File: src/rtl/resource_arbiter_pkg.sv
// ---------------------------------------------------------------------------
// resource_arbiter_pkg
// Shared definitions for the resource arbiter: FSM state encoding, the
// default memory read latency and a width helper that stays safe for
// degenerate parameter values.
// ---------------------------------------------------------------------------
package resource_arbiter_pkg;

    typedef enum logic [1:0] {
        ARB_IDLE  = 2'd0,
        ARB_ISSUE = 2'd1,
        ARB_WAIT  = 2'd2,
        ARB_RESP  = 2'd3
    } arb_state_e;

    localparam int DEFAULT_READ_LAT = 2;

    // $clog2 returns 0 for n<=1, which would give zero-width vectors.
    function automatic int safe_clog2(input int n);
        return (n > 1) ? $clog2(n) : 1;
    endfunction

endpackage

File: src/rtl/resource_arbiter_rr.sv
// ---------------------------------------------------------------------------
// rr_arbiter
// Combinational round-robin select. Picks the first set bit of active_i at or
// after ptr_i, wrapping modulo N_REQ.
//
// Ports:
//   active_i    - request vector, one bit per branch
//   ptr_i       - index holding the highest priority this cycle
//   grant_o     - one-hot grant (all zero when nothing is active)
//   idx_o       - binary index of the granted branch
//   any_valid_o - at least one branch is active
// ---------------------------------------------------------------------------
module rr_arbiter
    import resource_arbiter_pkg::*;
#(
    parameter int N_REQ = 4,
    parameter int IDX_W = safe_clog2(N_REQ)
) (
    input  logic [N_REQ-1:0] active_i,
    input  logic [IDX_W-1:0] ptr_i,
    output logic [N_REQ-1:0] grant_o,
    output logic [IDX_W-1:0] idx_o,
    output logic             any_valid_o
);

    logic             found;
    logic [IDX_W-1:0] cand;

    always_comb begin
        grant_o = '0;
        idx_o   = '0;
        found   = 1'b0;
        cand    = '0;
        for (int i = 0; i < N_REQ; i++) begin
            cand = IDX_W'((int'(ptr_i) + i) % N_REQ);
            if (!found && active_i[cand]) begin
                found         = 1'b1;
                grant_o[cand] = 1'b1;
                idx_o         = cand;
            end
        end
    end

    assign any_valid_o = |active_i;

endmodule

File: src/rtl/resource_arbiter.sv
// ---------------------------------------------------------------------------
// resource_arbiter
// Collects read/write requests from N_REQ branches, grants them one at a time
// in round-robin order onto a single shared resource-memory port, and returns
// a one-cycle read_ready (with data_out) or write_ack pulse to the winner.
//
// Ports:
//   clk, reset            - clock, synchronous active-high reset
//   enable                - global stall; low freezes all state and outputs
//   req_read/req_write    - per-branch level requests, held until completion
//   req_handle/arg_a/arg_b- flattened per-branch handle, address, write data
//   read_ready/write_ack  - one-hot completion pulses
//   data_out              - last captured read data
//   mem_ready             - memory can accept a command this cycle
//   mem_en/mem_we         - command strobe and write select
//   mem_handle/addr/wdata - command fields of the granted branch
//   mem_rdata             - read data, valid READ_LAT cycles after mem_en
// ---------------------------------------------------------------------------
module resource_arbiter
    import resource_arbiter_pkg::*;
#(
    parameter int N_REQ        = 4,
    parameter int DATA_WIDTH   = 16,
    parameter int HANDLE_WIDTH = 8,
    parameter int ADDR_WIDTH   = 12,
    parameter int READ_LAT     = DEFAULT_READ_LAT
) (
    input  logic                          clk,
    input  logic                          reset,
    input  logic                          enable,
    input  logic [N_REQ-1:0]              req_read,
    input  logic [N_REQ-1:0]              req_write,
    input  logic [N_REQ*HANDLE_WIDTH-1:0] req_handle,
    input  logic [N_REQ*DATA_WIDTH-1:0]   req_arg_a,
    input  logic [N_REQ*DATA_WIDTH-1:0]   req_arg_b,
    output logic [N_REQ-1:0]              read_ready,
    output logic [N_REQ-1:0]              write_ack,
    output logic [DATA_WIDTH-1:0]         data_out,
    input  logic                          mem_ready,
    output logic                          mem_en,
    output logic                          mem_we,
    output logic [HANDLE_WIDTH-1:0]       mem_handle,
    output logic [ADDR_WIDTH-1:0]         mem_addr,
    output logic [DATA_WIDTH-1:0]         mem_wdata,
    input  logic [DATA_WIDTH-1:0]         mem_rdata
);

    localparam int IDX_W = safe_clog2(N_REQ);
    localparam int CNT_W = safe_clog2(READ_LAT);

    arb_state_e              state_q, state_d;
    logic [IDX_W-1:0]        ptr_q, ptr_d;
    logic [IDX_W-1:0]        idx_q, idx_d;
    logic [HANDLE_WIDTH-1:0] handle_q, handle_d;
    logic [ADDR_WIDTH-1:0]   addr_q, addr_d;
    logic [DATA_WIDTH-1:0]   wdata_q, wdata_d;
    logic                    is_write_q, is_write_d;
    logic [CNT_W-1:0]        cnt_q, cnt_d;
    logic [DATA_WIDTH-1:0]   data_q, data_d;
    logic                    mem_en_q, mem_en_d;
    logic                    mem_we_q, mem_we_d;
    logic [N_REQ-1:0]        read_ready_q, read_ready_d;
    logic [N_REQ-1:0]        write_ack_q, write_ack_d;

    logic [N_REQ-1:0]        active;
    logic [N_REQ-1:0]        gnt_onehot;
    logic [IDX_W-1:0]        gnt_idx;
    logic                    gnt_any;

    assign active = req_read | req_write;

    rr_arbiter #(
        .N_REQ (N_REQ),
        .IDX_W (IDX_W)
    ) u_rr (
        .active_i    (active),
        .ptr_i       (ptr_q),
        .grant_o     (gnt_onehot),
        .idx_o       (gnt_idx),
        .any_valid_o (gnt_any)
    );

    // State register: every register, outputs included, lives here so that
    // enable low freezes the whole block in one place.
    always_ff @(posedge clk) begin
        if (reset) begin
            state_q      <= ARB_IDLE;
            ptr_q        <= '0;
            idx_q        <= '0;
            handle_q     <= '0;
            addr_q       <= '0;
            wdata_q      <= '0;
            is_write_q   <= 1'b0;
            cnt_q        <= '0;
            data_q       <= '0;
            mem_en_q     <= 1'b0;
            mem_we_q     <= 1'b0;
            read_ready_q <= '0;
            write_ack_q  <= '0;
        end else if (enable) begin
            state_q      <= state_d;
            ptr_q        <= ptr_d;
            idx_q        <= idx_d;
            handle_q     <= handle_d;
            addr_q       <= addr_d;
            wdata_q      <= wdata_d;
            is_write_q   <= is_write_d;
            cnt_q        <= cnt_d;
            data_q       <= data_d;
            mem_en_q     <= mem_en_d;
            mem_we_q     <= mem_we_d;
            read_ready_q <= read_ready_d;
            write_ack_q  <= write_ack_d;
        end
    end

    // Next-state and transaction latch. Requests are only looked at in IDLE;
    // a port raising both read and write is treated as a write.
    always_comb begin
        state_d    = state_q;
        ptr_d      = ptr_q;
        idx_d      = idx_q;
        handle_d   = handle_q;
        addr_d     = addr_q;
        wdata_d    = wdata_q;
        is_write_d = is_write_q;
        cnt_d      = cnt_q;
        data_d     = data_q;
        case (state_q)
            ARB_IDLE: begin
                if (gnt_any && mem_ready) begin
                    idx_d      = gnt_idx;
                    handle_d   = req_handle[int'(gnt_idx)*HANDLE_WIDTH +: HANDLE_WIDTH];
                    addr_d     = req_arg_a[int'(gnt_idx)*DATA_WIDTH +: ADDR_WIDTH];
                    wdata_d    = req_arg_b[int'(gnt_idx)*DATA_WIDTH +: DATA_WIDTH];
                    is_write_d = |(req_write & gnt_onehot);
                    ptr_d      = (int'(gnt_idx) == N_REQ-1) ? '0 : gnt_idx + 1'b1;
                    state_d    = ARB_ISSUE;
                end
            end
            ARB_ISSUE: begin
                if (is_write_q) begin
                    state_d = ARB_RESP;
                end else begin
                    cnt_d   = CNT_W'(READ_LAT-1);
                    state_d = ARB_WAIT;
                end
            end
            ARB_WAIT: begin
                // Capturing when the counter reads zero lands exactly
                // READ_LAT cycles after the mem_en cycle.
                if (cnt_q == '0) begin
                    data_d  = mem_rdata;
                    state_d = ARB_RESP;
                end else begin
                    cnt_d = cnt_q - 1'b1;
                end
            end
            ARB_RESP: begin
                state_d = ARB_IDLE;
            end
            default: begin
                state_d = ARB_IDLE;
            end
        endcase
    end

    // Output decode from the upcoming state, so the registered outputs line
    // up with the state they belong to.
    always_comb begin
        mem_en_d     = 1'b0;
        mem_we_d     = 1'b0;
        read_ready_d = '0;
        write_ack_d  = '0;
        case (state_d)
            ARB_ISSUE: begin
                mem_en_d = 1'b1;
                mem_we_d = is_write_d;
            end
            ARB_RESP: begin
                if (is_write_d) begin
                    write_ack_d = N_REQ'(1) << idx_d;
                end else begin
                    read_ready_d = N_REQ'(1) << idx_d;
                end
            end
            default: begin
            end
        endcase
    end

    assign mem_en     = mem_en_q;
    assign mem_we     = mem_we_q;
    assign mem_handle = handle_q;
    assign mem_addr   = addr_q;
    assign mem_wdata  = wdata_q;
    assign data_out   = data_q;
    assign read_ready = read_ready_q;
    assign write_ack  = write_ack_q;

endmodule

File: config.mk
export PLATFORM = sky130hd
export DESIGN_NAME = resource_arbiter
export DESIGN_NICKNAME = d
export VERILOG_FILES = /design/src/rtl/resource_arbiter_pkg.sv /design/src/rtl/resource_arbiter_rr.sv /design/src/rtl/resource_arbiter.sv
export SDC_FILE = /design/constraint.sdc
export NUM_CORES = 1
export LEC_CHECK = 0
export BUFFER_PORTS_ARGS = -buffer_cell sky130_fd_sc_hd__buf_2
export CORE_MARGIN = 5
export CORE_UTILIZATION = 35
export DETAILED_ROUTE_END_ITERATION = 16
export PLACE_DENSITY = 0.66
export SYNTH_ARGS = -nofsm -noshare
export SYNTH_HDL_FRONTEND = slang
export SYNTH_SLANG_ARGS = --single-unit
export TNS_END_PERCENT = 20
File: constraint.sdc
create_clock -name clk -period 3.2 [get_ports clk]
set_clock_uncertainty 0.2 [all_clocks]
set_input_delay 0.48 -clock clk [delete_from_list [all_inputs] [get_ports clk]]
set_output_delay 0.48 -clock clk [all_outputs]
set_load 0.01 [all_outputs]
After elaboration in Yosys (flattened, before gate mapping). Cells that the tools add are included.

Order comparisons: 8. Shifts and indexed selects: 4. Reduce and logical (&&, ||, !) cells: 18. Eq/ne operators: 7. Add/sub/neg operators: 5. Bitwise operators: 6. Multiplexer cells: 45.

Operator list (count): variable part select 64 x 7 -> 12 bit (1); variable part select 64 x 7 -> 16 bit (1); two-way mux 4 bit (8); variable part select 32 x 6 -> 8 bit (1); two-way mux 1 bit (18); two-way mux 2 bit (9); OR 4 bit (4); < comparator 2 x 3 -> 1 bit (second input constant) (4); AND reduction 3 bit (3); binary-select mux 1 bit (select 2 bit) (4); demux 1 bit (select 2 bit) (4); >= comparator 2 x 1 -> 1 bit (second input constant) (4); logical AND 1 bit (8); case mux 2 bit (4 select lines) (1); OR reduction 4 bit (2); equality test 2 x 1 -> 1 bit (second input constant) (3); equality test 2 bit (second input constant) (3); adder 2 x 1 -> 2 bit (second input constant) (2); adder 2 bit (second input constant) (2); AND 4 bit (1); left shift 1 x 2 -> 4 bit (first input constant) (1); logical NOT 1 bit (3); logical NOT 2 bit (1); != test 2 bit (second input constant) (1); 4 further kinds (4).

Input bits: 188. Register bits after elaboration: 70. Logic and storage cells: 106.

Logic depth before layout (Yosys ltp).
Depth in word-level cells: 19. Depth in mapped cells: 13.

Modules after synthesis. From an unflattened synthesis, not the netlist that was laid out.

Cell total of the unflattened synthesis: 403. Area, all modules: 3872.5 um^2.

Modules (own cells, without submodules): resource_arbiter (area an instance 3445.8 um^2, seq. area each 1401.3 um^2, times used 1, cells each 356); rr_arbiter (area an instance 426.7 um^2, seq. area each 0.0 um^2, times used 1, cells each 47).

Worst setup path after synthesis. No wires, ideal clock.

Path kind: register to register. Start: reg with a tool-made name. End: reg addr_q[0], in the netlist mem_addr[0]. Setup slack: -0.290 ns. Setup time: 0.122 ns. Clock period less this slack: 3.490 ns. Data arrival time: 3.169 ns. Stages on the path, launching flop included: 13. Cell sequence: dfxtp_1 > buf_2 > buf_2 > clkinv_1 > ha_1 > buf_2 > nor4_1 > nor4_2 > a21boi_4 > o311ai_2 > buf_2 > nor2_1 > a221o_1.

RTL lines: end signal: assignment (line resource_arbiter.sv:105) `addr_q <= addr_d;`; end: declaration (line resource_arbiter.sv:55) `logic [ADDR_WIDTH-1:0] addr_q, addr_d;`.

==> flow_metrics.tcl <==
set metrics [dict create \
    outcome "finished clean" \
    fmax_mhz 333 \
    core-area_um2 11500 \
    pre_cts_ws_ns -0.271 \
    synth-simple-area-share_pct 16.7 \
    dp_hpwl_um 10800 \
    min_period_ns 3.01 \
    layout-drive-gt1-share_pct 49.8 \
    crit_type "register to register" \
    leakage_uw 0.00303 \
    row_count 39 \
    maxCapViolCount 0 \
    numCtsBuffers 9 \
    insertion_delay_ns 0.32 \
    area_delta_synth_final_pct 46.9 \
    cts.clk_slew.worst_paths_ns 0.06 \
    synthCells 456 \
    worstPathRequired_ns 3.26 \
    nets 914 \
    synth_edf_count 0 \
    wl_per_cell_um 15.8 \
    cts_tree "done" \
    avgSynthCellArea_um2 9.11 \
    whs_endpoint "data_out[2]$_SDFFE_PP0P_" \
    die-area_um2 14100 \
    r2r_end "mem_wdata[12]$_SDFFE_PP0P_" \
    postCtsHoldBufs 0 \
    r2r_cells 9 \
    grt_max_degree 41 \
    htree_levels 3 \
    initial_core_util_pct 36.1 \
    synthesis.nets 656 \
    firstDrtPassIters 4 \
    dr.first_iter.drc_count 201 \
    ys_seq_area_share_pct 33.7 \
    maxSlewHeadroom_pct 31.1 \
    drt-total-wl_um 13600 \
    peakVddDrop_mv 0.248 \
    hold_viol 0 \
    fp.dieW_um 119 \
    ant_nets 0 \
    fill_cells 1102 \
    synth-seq-cells 70 \
    numClockSinks 70 \
    tightest_slew_ns 1.03 \
    synthAdderAreaFrac_pct 3.61 \
    crit_path_end_kind "register" \
    num_vias 4427 \
    drv_slew 0 \
    min_path_type "primary input to register" \
    synth_top_family_by_area "compound AO/OA/AOI/OAI gates" \
    hp-start "mem_rdata[2]" \
    post-route-worst-setup-slack_ns 0.195 \
    critPathMaxFanout 14 \
    grtUsageTotal_pct 18.3 \
    ioPinCount 250 \
    synth.distinct_cells 55 \
    powerDensity_nw_per_um2 465 \
    synth_xor_xnor_area_share_pct 0.211 \
    finalSetupViolCount 0 \
    grt_pass1_wl_um 21800 \
    antenna_found_initial 0 \
    grt_pass1_vias 4581 \
    synth-compound-area-share_pct 22.0 \
    rsz0062_at_grt "false" \
    routabilityCongestion 0.831 \
    hold-path-cell-count 3 \
    cp-start-kind "register" \
    overflow 0 \
    cts_root_buf "clkbuf_16" \
    synth-async-reset-ratio_pct 0 \
    syn_area_um2 4150 \
    whs_ns 0.207 \
    port_buffers 233 \
    ys_warn_count 0 \
    synthMuxAreaShare_pct 18.9 \
    drcViolationCount 0 \
    vias_per_cell 5.14 \
    r2r_slack_ns 0.19 \
    die_h_um 119 \
    synthFlopType "dfxtp_1" \
    cts_buffer_depth 2 \
    fin_crit_sh_pct 93.9 \
    diodes 0 \
    arrival_ns 3.06 \
]
[cell usage after synthesis (6+ instances only)]
cell type,n,area share [%]
dfxtp_1,70,34
nor2_1,54,4.9
nand2_1,52,4.7
mux2i_1,38,9.2
a221o_1,36,8.7
mux2_2,36,9.8
a21oi_1,23,2.8
buf_2,15,1.8
ha_1,12,3.6
clkbuf_1,11,0.99
nor3_1,11,1.3
o21ai_0,9,1.1
a31oi_1,6,0.90
inv_1,6,0.54
[stage by stage]
stage / cell area (um2) / cells / util, % / total power, uW / TNS (ns)
floorplan: 4190 / 456 / - / 1520 / 0
global placement: 5730 / 842 / 49.8 / 1830 / -4.05
detailed placement: 5730 / 842 / 49.8 / 1850 / -4.64
CTS: 6080 / 859 / 52.8 / 2860 / 0
global route: 6100 / 862 / 53.0 / 2990 / 0
finish: 6100 / 862 / 53.0 / 2840 / 0
[where the power goes]
part | leakage [uW] | switching (uW) | total, uW | internal [uW]
registers | 0.000570 | 44.0 | 985 | 941
clock network | 0.000148 | 370 | 992 | 621
logic | 0.00232 | 422 | 861 | 439
total | 0.00303 | 836 | 2840 | 2000
[registers in the layout, indices dropped and copies added (netlist names), 2 cells and up, named ones only]
register,flops
data_out,16
write_ack,4
mem_handle,8
read_ready,4
mem_wdata,16
mem_addr,12
state_q,2
idx_q,2
[layout by cell type, fill, tap and decap left out, types with 6 or more instances in the layout]
cell type / count
mux2_2: 36
mux2i_1: 38
nor3_1: 11
dfxtp_1: 69
ha_1: 11
nand2_1: 52
clkbuf_16: 9
o21ai_0: 9
buf_2: 233
inv_1: 6
a21oi_1: 23
buf_4: 43
a221o_1: 36
nor2_1: 54
[cells by family after synthesis]
| group | Yosys count |
|---|---|
| buffers and inverters | 40 |
| XOR/XNOR | 1 |
| adder cells (fa/ha/maj) | 12 |
| flip-flops | 70 |
| AND/OR/NAND/NOR | 149 |
| AO/OA/AOI/OAI | 110 |
| multiplexers | 74 |
[critical path, stage by stage, from the launching register on]
cell and delay, ns:
dfxtp_2 0.36, clkinv_4 0.06, ha_4 0.26, nor4bb_4 0.17
nor4_2 0.29, a21boi_4 0.29, o31ai_4 0.09, o31a_2 0.16
nor3_2 0.79, a221o_1 0.27
[metal layers]
layer	track usage, %	share of wire (%)
met2	33.0	50
met5	0	0
met4	4.85	0.74
met1	21.9	43
met3	4.17	6.3
[how the worst max path moves through the flow]
stage | startpoint | slack (ns) | depth (start not counted) | endpoint
6_report | register | 0.19 | 9 | mem_wdata[12]$_SDFFE_PP0P_
5_1_grt | register | 0.007 | 9 | mem_wdata[15]$_SDFFE_PP0P_
4_1_cts | register | 0.05 | 10 | mem_wdata[13]$_SDFFE_PP0P_
3_5_place_dp | register | -0.27 | 9 | mem_addr[10]$_SDFFE_PP0P_
3_3_place_gp | register | -0.23 | 9 | mem_handle[3]$_SDFFE_PP0P_
2_1_floorplan | ptr_q[1]$_SDFFE_PP0P_ | 0.009 | 12 | mem_addr[0]$_SDFFE_PP0P_
[layout make-up]
type | instances | area [um2] | share of cell area, %
multi-input combinational | 347 | 2640 | 43.3
timing repair buffer | 279 | 1550 | 25.4
sequential | 70 | 1400 | 23.0
clock buffer | 10 | 239 | 3.92
tap | 143 | 179 | 2.93
clock inverter | 6 | 61.3 | 1.00
inverter | 7 | 31.3 | 0.513
[repair_timing]
item	CTS	global route
cloned	1	0
pin swaps	2	1
gates resized for setup	6	0
setup endpoints to repair	36	19
buffers inserted	0	3
Power figures use the tool's default switching activity.
